--- src/rtl/serial_pkg.sv ---
// Shared definitions for the serial link (transmitter and receiver):
// payload width, frame length, receiver state encoding and parity helper.
package serial_pkg;

  localparam int DATA_W     = 7;
  localparam int FRAME_BITS = 10;

  typedef enum logic [2:0] {
    RX_IDLE   = 3'd0,
    RX_START  = 3'd1,
    RX_DATA   = 3'd2,
    RX_PARITY = 3'd3,
    RX_STOP   = 3'd4,
    RX_BREAK  = 3'd5
  } rx_state_e;

  // Parity bit that makes the total count of ones (data + parity) even.
  function automatic logic even_parity(input logic [DATA_W-1:0] data);
    return ^data;
  endfunction

endpackage

--- src/rtl/serial_bit_timer.sv ---
// Bit-period timer: one sample_tick_o per serial bit, phased so the first
// tick after start_i lands mid start bit. With CLKS_PER_BIT=1 it ticks every cycle.
module serial_bit_timer #(
  parameter int CLKS_PER_BIT = 1
) (
  input  logic clk,
  input  logic rst,
  input  logic start_i,
  output logic sample_tick_o
);

  localparam int         HALF   = (CLKS_PER_BIT - 1) / 2;
  localparam logic [7:0] RELOAD = 8'(CLKS_PER_BIT - 1);
  // Start detect already is the start sample when HALF is 0, so skip straight
  // to a full period; otherwise count down to the centre of the start bit.
  localparam logic [7:0] FIRST  = (HALF == 0) ? RELOAD : 8'(HALF - 1);

  logic [7:0] cnt_q, cnt_d;

  always_ff @(posedge clk) begin
    if (rst) cnt_q <= 8'd0;
    else     cnt_q <= cnt_d;
  end

  always_comb begin
    cnt_d = cnt_q;
    if (start_i)             cnt_d = FIRST;
    else if (cnt_q == 8'd0)  cnt_d = RELOAD;
    else                     cnt_d = cnt_q - 8'd1;
  end

  assign sample_tick_o = (cnt_q == 8'd0);

endmodule

--- src/rtl/serial_data_receiver.sv ---
// Serial frame receiver: start, DATA_W bits LSB first, even parity, stop.
// Optional SERIAL_RX_ERR_CNT_EN adds a saturating err_count output.
module serial_data_receiver #(
  parameter int DATA_W       = serial_pkg::DATA_W,
  parameter int CLKS_PER_BIT = 1
) (
  input  logic              clk,
  input  logic              rst,
  input  logic              serial_in,
  output logic [DATA_W-1:0] out_data,
  output logic              data_valid,
  output logic              parity_error,
  output logic              framing_error,
  output logic              busy,
  output logic [2:0]        state_dbg
`ifdef SERIAL_RX_ERR_CNT_EN
  ,output logic [7:0]       err_count
`endif
);

  import serial_pkg::*;

  localparam int   HALF      = (CLKS_PER_BIT - 1) / 2;
  localparam bit   HALF_ZERO = (HALF == 0);
  localparam int   IDX_W     = (DATA_W > 1) ? $clog2(DATA_W) : 1;
  localparam logic [IDX_W-1:0] LAST_IDX = IDX_W'(DATA_W - 1);

  rx_state_e         state_q, state_d;
  logic [DATA_W-1:0] shift_q, shift_d;
  logic [IDX_W-1:0]  bit_idx_q, bit_idx_d;
  logic              par_q, par_d;
  logic [DATA_W-1:0] out_data_q, out_data_d;
  logic              data_valid_q, data_valid_d;
  logic              parity_error_q, parity_error_d;
  logic              framing_error_q, framing_error_d;
  logic              start_det;
  logic              tick;

  assign start_det = (state_q == RX_IDLE) && !serial_in;

  serial_bit_timer #(
    .CLKS_PER_BIT(CLKS_PER_BIT)
  ) u_timer (
    .clk          (clk),
    .rst          (rst),
    .start_i      (start_det),
    .sample_tick_o(tick)
  );

  always_ff @(posedge clk) begin
    if (rst) state_q <= RX_IDLE;
    else     state_q <= state_d;
  end

  always_comb begin
    state_d = state_q;
    case (state_q)
      RX_IDLE:   if (!serial_in) state_d = HALF_ZERO ? RX_DATA : RX_START;
      RX_START:  if (tick) state_d = serial_in ? RX_IDLE : RX_DATA;
      RX_DATA:   if (tick && bit_idx_q == LAST_IDX) state_d = RX_PARITY;
      RX_PARITY: if (tick) state_d = RX_STOP;
      RX_STOP:   if (tick) state_d = serial_in ? RX_IDLE : RX_BREAK;
      RX_BREAK:  if (serial_in) state_d = RX_IDLE;
      default:   state_d = RX_IDLE;
    endcase
  end

  // Strobe semantics: data_valid, parity_error and framing_error are each a
  // single-cycle pulse, mutually exclusive, raised the cycle after the stop
  // sample; there is no back-pressure, so a pulse must be consumed when seen.
  always_comb begin
    shift_d         = shift_q;
    bit_idx_d       = bit_idx_q;
    par_d           = par_q;
    out_data_d      = out_data_q;
    data_valid_d    = 1'b0;
    parity_error_d  = 1'b0;
    framing_error_d = 1'b0;
    case (state_q)
      RX_IDLE: bit_idx_d = '0;
      RX_DATA: if (tick) begin
        shift_d[bit_idx_q] = serial_in;
        bit_idx_d          = bit_idx_q + IDX_W'(1);
      end
      RX_PARITY: if (tick) par_d = serial_in;
      RX_STOP: if (tick) begin
        if (!serial_in)             framing_error_d = 1'b1;
        else if (^{shift_q, par_q}) parity_error_d  = 1'b1;
        else begin
          data_valid_d = 1'b1;
          out_data_d   = shift_q;
        end
      end
      default: ;
    endcase
  end

  always_ff @(posedge clk) begin
    if (rst) begin
      shift_q         <= '0;
      bit_idx_q       <= '0;
      par_q           <= 1'b0;
      out_data_q      <= '0;
      data_valid_q    <= 1'b0;
      parity_error_q  <= 1'b0;
      framing_error_q <= 1'b0;
    end else begin
      shift_q         <= shift_d;
      bit_idx_q       <= bit_idx_d;
      par_q           <= par_d;
      out_data_q      <= out_data_d;
      data_valid_q    <= data_valid_d;
      parity_error_q  <= parity_error_d;
      framing_error_q <= framing_error_d;
    end
  end

`ifdef SERIAL_RX_ERR_CNT_EN
  logic [7:0] err_cnt_q, err_cnt_d;

  always_comb begin
    err_cnt_d = err_cnt_q;
    if ((parity_error_d || framing_error_d) && err_cnt_q != 8'hFF)
      err_cnt_d = err_cnt_q + 8'd1;
  end

  always_ff @(posedge clk) begin
    if (rst) err_cnt_q <= 8'd0;
    else     err_cnt_q <= err_cnt_d;
  end

  assign err_count = err_cnt_q;
`endif

  always_comb begin
    out_data      = out_data_q;
    data_valid    = data_valid_q;
    parity_error  = parity_error_q;
    framing_error = framing_error_q;
    busy          = (state_q != RX_IDLE) | data_valid_q | parity_error_q | framing_error_q;
    state_dbg     = state_q;
  end

endmodule

--- config.mk ---
export PLATFORM = sky130hd
export DESIGN_NAME = serial_data_receiver
export DESIGN_NICKNAME = d
export VERILOG_FILES = /design/src/rtl/serial_pkg.sv /design/src/rtl/serial_bit_timer.sv /design/src/rtl/serial_data_receiver.sv
export SDC_FILE = /design/constraint.sdc
export NUM_CORES = 1
export LEC_CHECK = 0
export ABC_AREA = 1
export CORE_MARGIN = 5
export CORE_UTILIZATION = 30
export CTS_BUF_LIST = sky130_fd_sc_hd__clkbuf_16
export DETAILED_ROUTE_END_ITERATION = 7
export PLACE_DENSITY_LB_ADDON = 0.3
export REMOVE_ABC_BUFFERS = 1
export SLEW_MARGIN = 30
export SYNTH_ARGS = -nofsm -noshare
export SYNTH_HDL_FRONTEND = slang
export SYNTH_SLANG_ARGS = --single-unit
--- constraint.sdc ---
create_clock -name clk -period 1.41 [get_ports clk]
set_input_delay 0.2115 -clock clk [delete_from_list [all_inputs] [get_ports clk]]
set_output_delay 0.2115 -clock clk [all_outputs]
set_load 0.02 [all_outputs]
Word-level counts from Yosys, hierarchy flattened
Cells that the tools add are included.
- $lt $le $gt $ge: 2
- shift operators: 0
- eq/ne operators: 13
- reduce and logical (&&, ||, !) cells: 17
- divide/modulo/power cells: 0
- muxes and demuxes: 17
- add/subtract/negate cells: 2
- multiply operators: 0
- bitwise logic cells: 7
- operator list (operator ; number):
    3-bit 2-to-1 mux ; 8
    3-bit case mux with 6 select lines ; 1
    2-bit != test, second input constant ; 7
    3-bit == test, second input constant ; 3
    8-bit logical NOT ; 1
    8-bit XOR reduction ; 1
    8-bit by 1-bit subtractor with 8-bit output, second input constant ; 1
    7-bit bitwise mux ; 1
    3-bit by 2-bit == test with 1-bit output, second input constant ; 2
    3-bit case mux with 2 select lines ; 1
    2-bit AND reduction ; 3
    6-bit AND reduction ; 1
    3-bit OR reduction ; 2
    3-bit by 4-bit < comparator with 1-bit output, second input constant ; 1
    1-bit 2-to-1 mux ; 4
    1-bit NOT ; 4
    4-bit AND reduction ; 1
    4-bit OR reduction ; 1
    3-bit by 1-bit adder with 3-bit output, second input constant ; 1
    1-bit demux with 3-bit select ; 1
    3-bit by 1-bit == test with 1-bit output, second input constant ; 1
    3-bit by 1-bit greater-or-equal comparator with 1-bit output, second input constant ; 1
    1-bit logical AND ; 3
    3-bit logical NOT ; 1
    5 further kinds ; 7
- latch bits: 0
- memory bits (writable): 0
- flip-flop bits (word level): 32
- memories kept: 0
- memory bits (read-only): 0
- word-level logic and storage cells: 67
- output and inout bits: 14
- input port bits: 3

Longest topological paths before layout
- depth after elaboration: 5
- depth in mapped cells: 12
- gate-level depth less buffers: 11

Cells and area by module
A second synthesis with hierarchy kept.
- cells, all modules: 285
- area total of the unflattened synthesis: 1814.2 sq um
- by module, submodules not included (module ; cells an instance ; times used ; area each (sq um) ; seq. area each (sq um)):
    serial_data_receiver ; 231 ; 1 ; 1400.1 ; 480.5
    serial_bit_timer ; 54 ; 1 ; 414.1 ; 160.2

Worst setup path before layout
Ideal clock, no wire load.
- kind: reg-to-reg
- start point: register u_timer.cnt_q[0]
- end point: register shift_q[2]
- stages on the path, launching flop included: 11
- path buffers: 1
- data arrival time: 1.315 ns
- required time: 1.292 ns
- setup slack: -0.023 ns
- period minus slack after synthesis: 1.433 ns
- setup time: 0.118 ns
- cells stage by stage: dfxtp_1 -> inv_1 -> ha_1 -> nand2_1 -> nor2_4 -> nand2_2 -> buf_6 -> nor2_2 -> nand2_1 -> nor3_1 -> nor2_1
- word-level cells in the longest chain between the ends: 2
- ends and longest elaborated chain (what ; RTL line ; text):
    start: declaration ; serial_bit_timer.sv:18 ; logic [7:0] cnt_q, cnt_d;
    start signal: assignment ; serial_bit_timer.sv:22 ; else cnt_q <= cnt_d;
    8-bit logical NOT ; serial_bit_timer.sv:32 ; assign sample_tick_o = (cnt_q == 8'd0);
    2-bit AND reduction (no source line) ; -- ;
    end signal: assignment ; serial_data_receiver.sv:108 ; shift_q <= shift_d;
    end: declaration ; serial_data_receiver.sv:29 ; logic [DATA_W-1:0] shift_q, shift_d;
Every way passes these cells.
A chain may end at the register's enable or synchronous reset.

Final worst setup path
- start point: register u_timer.cnt_q[0]
- end point: register out_data_q[0], in the netlist out_data[0]
- word-level cells in the longest chain between the ends: 2
- ends and longest elaborated chain (what ; RTL line ; text):
    8-bit logical NOT ; serial_bit_timer.sv:32 ;
    4-bit AND reduction (no source line) ; -- ;
    end signal: assignment ; serial_data_receiver.sv:111 ; out_data_q <= out_data_d;
    end: declaration ; serial_data_receiver.sv:32 ; logic [DATA_W-1:0] out_data_q, out_data_d;
Every way passes these cells.

==> out/metrics.csv <==
stage,metric,value,unit
outcome,status,completed,
placement,port_buffers,16,
synthesis,ys_ff_latch,32,
synthesis,yosysWarnings,0,
power_and_ir_drop,power-per-cell-area,1200,nW/µm²
global_routing,antenna_found_initial,0,
floorplan,floorplan.initialDensity,31.0,%
setup_path,cp.required,1.58,ns
final_layout,layout.nets,316,
sta,fmax,710,MHz
placement,dp_slack,-0.163,ns
run,max-cap-violations,0,
synthesis,ys_types,27,
detailed_routing,vias,1681,
setup_path,crit_fanout,8,
final_layout,syn2layout_area_growth,42.7,%
sta,report.final.slew_viol_count,0,
floorplan,die_h,85.7,µm
detailed_routing,dr.max_layer_used,met4,
sta,timing.final.hold_violations,0,
clock_network,cts_tree,done,
floorplan,core,5540,µm²
clock_network,ctsLongestPathBuffers,2,
synthesis,netlist_instances,264,
sta,fin_crit_sh,99.9,%
detailed_routing,routed_wirelength,3.89,mm
sta,layout_setup_ws,0.00115,ns
detailed_routing,routedWlPerCell,10.1,µm
detailed_routing,via_per_inst,4.39,
setup_path,path_class,reg -> reg,
clock_network,clk_latency,0.27,ns
sta,worst_pin_slew,0.299,ns
final_layout,final_area,2450,µm²
final_layout,drive_gt1_share,30.5,%
synthesis,syn_area_per_cell,6.51,µm²
detailed_routing,met2_length,1.92,mm
placement,place_area,2110,µm²
detailed_routing,drt_iter0_drc,67,
clock_network,cts.reportedPaths.clkPinSlew,0.05,ns
sta,slew_headroom,80.0,%
placement,place_congestion,0.812,
global_routing,grt_pass1_vias,1560,
worst_hold_path,hold_class,reg -> reg,
setup_path,arrival,1.57,ns
sta,rsz0062_at_grt,true,
final_layout,final_cell_mix,"nand2_1 (73), nor2_1 (32), inv_1 (30)",
final_layout,final_common_cell,nand2_1,
floorplan,rows,27,
floorplan,ios,17,
clock_network,numCtsBuffers,5,
placement,place.detailed.hpwl,2.85,mm
global_routing,grtUsageTotal,11.5,%
final_layout,num_antenna_cells,0,
setup_path,crit_path_start_kind,register,
power_and_ir_drop,p_leak,1.19,nW
synthesis,syn_area,1720,µm²
sta,period_needed,1.41,ns
clock_network,root_buffer,clkbuf_16,
power_and_ir_drop,peakVddDrop,641,µV
detailed_routing,firstDrtPassIters,4,
floorplan,die_area,7340,µm²
synthesis,yosysSeqAreaShare,37.3,%
global_routing,grt_max_degree,11,
final_layout,fillers,575,
detailed_routing,route.detailed.drc,0,
detailed_routing,antenna_left,0,
floorplan,die-width,85.7,µm
sta,fin_skew,0.00683,ns
detailed_routing,wl_met1,1.81,mm
detailed_routing,wl_met3,143,µm
clock_network,clock-sinks,32,
sta,worst_hold_slack,0.403,ns
global_routing,grt_pass1_wl,6.87,mm
setup_path,endpoint_kind,register,
sta,setup_viol,0,
global_routing,gr-total-overflow,0,
clock_network,h-tree-depth,2,
[metal layers]
layer / vias to the layer above / global-route usage, %
met5: - / 0
met4: 0 / 2.59
met3: 3 / 3.17
met2: 18 / 20.3
met1: 756 / 14.0
li1: 904 / -
[power by group]
group | internal, mW | total [mW] | switching (mW)
logic | 0.297 | 0.746 | 0.448
registers | 0.965 | 1.02 | 0.0543
clock network | 0.819 | 1.18 | 0.365
total | 2.08 | 2.95 | 0.868
[kinds of logic after synthesis]
| logic type | Yosys count | share of synthesized area (%) |
|---|---|---|
| and+or+nand+nor | 159 | 41.0 |
| buffers and inverters | 43 | 10.6 |
| DFF | 32 | 37.3 |
| AOI/OAI and AO/OA | 24 | 7.43 |
| xor gates and xnor gates | 3 | 1.53 |
| adders and majority gates | 3 | 2.19 |
[state kept, by name, indices dropped and copies added, names as in the netlist]
signal and count:
u_timer.cnt_q 8, out_data 7, shift_q 7, bit_idx_q 3, state_dbg 3, data_valid 1
framing_error 1, par_q 1, parity_error 1
[repair_timing]
| item | in CTS | in global routing |
|---|---|---|
| endpoints found under the setup margin | 41 | 23 |
| hold buffers | 0 | 0 |
| resized for setup | 33 | 35 |
| setup buffers | 1 | 2 |
| pin swaps | 8 | 5 |
| cloned | 1 | 0 |
[synthesized netlist by cell type]
| cell | n | share of area [%] |
|---|---|---|
| nand2_1 | 82 | 18 |
| nor2_1 | 40 | 8.7 |
| inv_1 | 34 | 7.4 |
| dfxtp_1 | 32 | 37 |
| a21oi_1 | 13 | 3.8 |
| nor3_1 | 11 | 3.2 |
| o21ai_0 | 9 | 2.6 |
| nand2_2 | 7 | 2.5 |
| nand3_1 | 7 | 2.0 |
| ha_1 | 3 | 2.2 |
| inv_2 | 3 | 0.66 |
| nor2_4 | 3 | 2.0 |
| buf_6 | 2 | 1.3 |
| nor2_2 | 2 | 0.73 |
| nor3_2 | 2 | 1.2 |
| or2_2 | 2 | 0.73 |
| xor2_1 | 2 | 1.0 |
| buf_2 | 1 | 0.29 |
| clkbuf_1 | 1 | 0.22 |
| clkbuf_4 | 1 | 0.44 |
| clkinv_1 | 1 | 0.22 |
| nand3_2 | 1 | 0.58 |
| nand3_4 | 1 | 1.0 |
| nand4_1 | 1 | 0.36 |
| o211ai_2 | 1 | 0.73 |
| o21ai_1 | 1 | 0.29 |
| xnor2_1 | 1 | 0.51 |
[layout make-up]
class	instances	area [µm²]	share of cell area [%]
inverters	38	145	5.92
multi-input cells	190	1060	43.1
clock inverters	3	37.5	1.53
flip-flops and latches	32	651	26.5
clock buffers	5	125	5.10
well taps	72	90.1	3.68
repair buffers	43	345	14.1
[per-stage QoR]
step	util (%)	instances	setup TNS, ns	power (mW)
finish	44.2	383	0	2.95
global route	44.2	383	-0.833	3.11
CTS	42.4	381	-0.00802	2.92
detailed placement	38.1	371	-2.24	1.71
global placement	38.1	371	-1.45	1.70
floorplan	-	259	-0.311	1.42
[worst max-delay path, cell delays in order, from the launching register on]
cell and delay, ns:
dfxtp_2 0.32, inv_2 0.07, ha_4 0.14, nand2_4 0.05, nor2_4 0.10, nand2_4 0.09, nor2_4 0.17, nand3_4 0.16
nor2_1 0.14, nor2_1 0.05
[worst paths after layout]
kind / startpoint / endpoint / slack (ns) / cells past startpoint
max: u_timer.cnt_q[0] / out_data[0] / 0.001 / 9
min: u_timer.cnt_q[0] / u_timer.cnt_q[0] / 0.40 / 1
max reg2reg: u_timer.cnt_q[0] / out_data[0] / 0.001 / 9
min reg2reg: u_timer.cnt_q[0] / u_timer.cnt_q[0] / 0.40 / 1
Power figures use the tool's default switching activity.
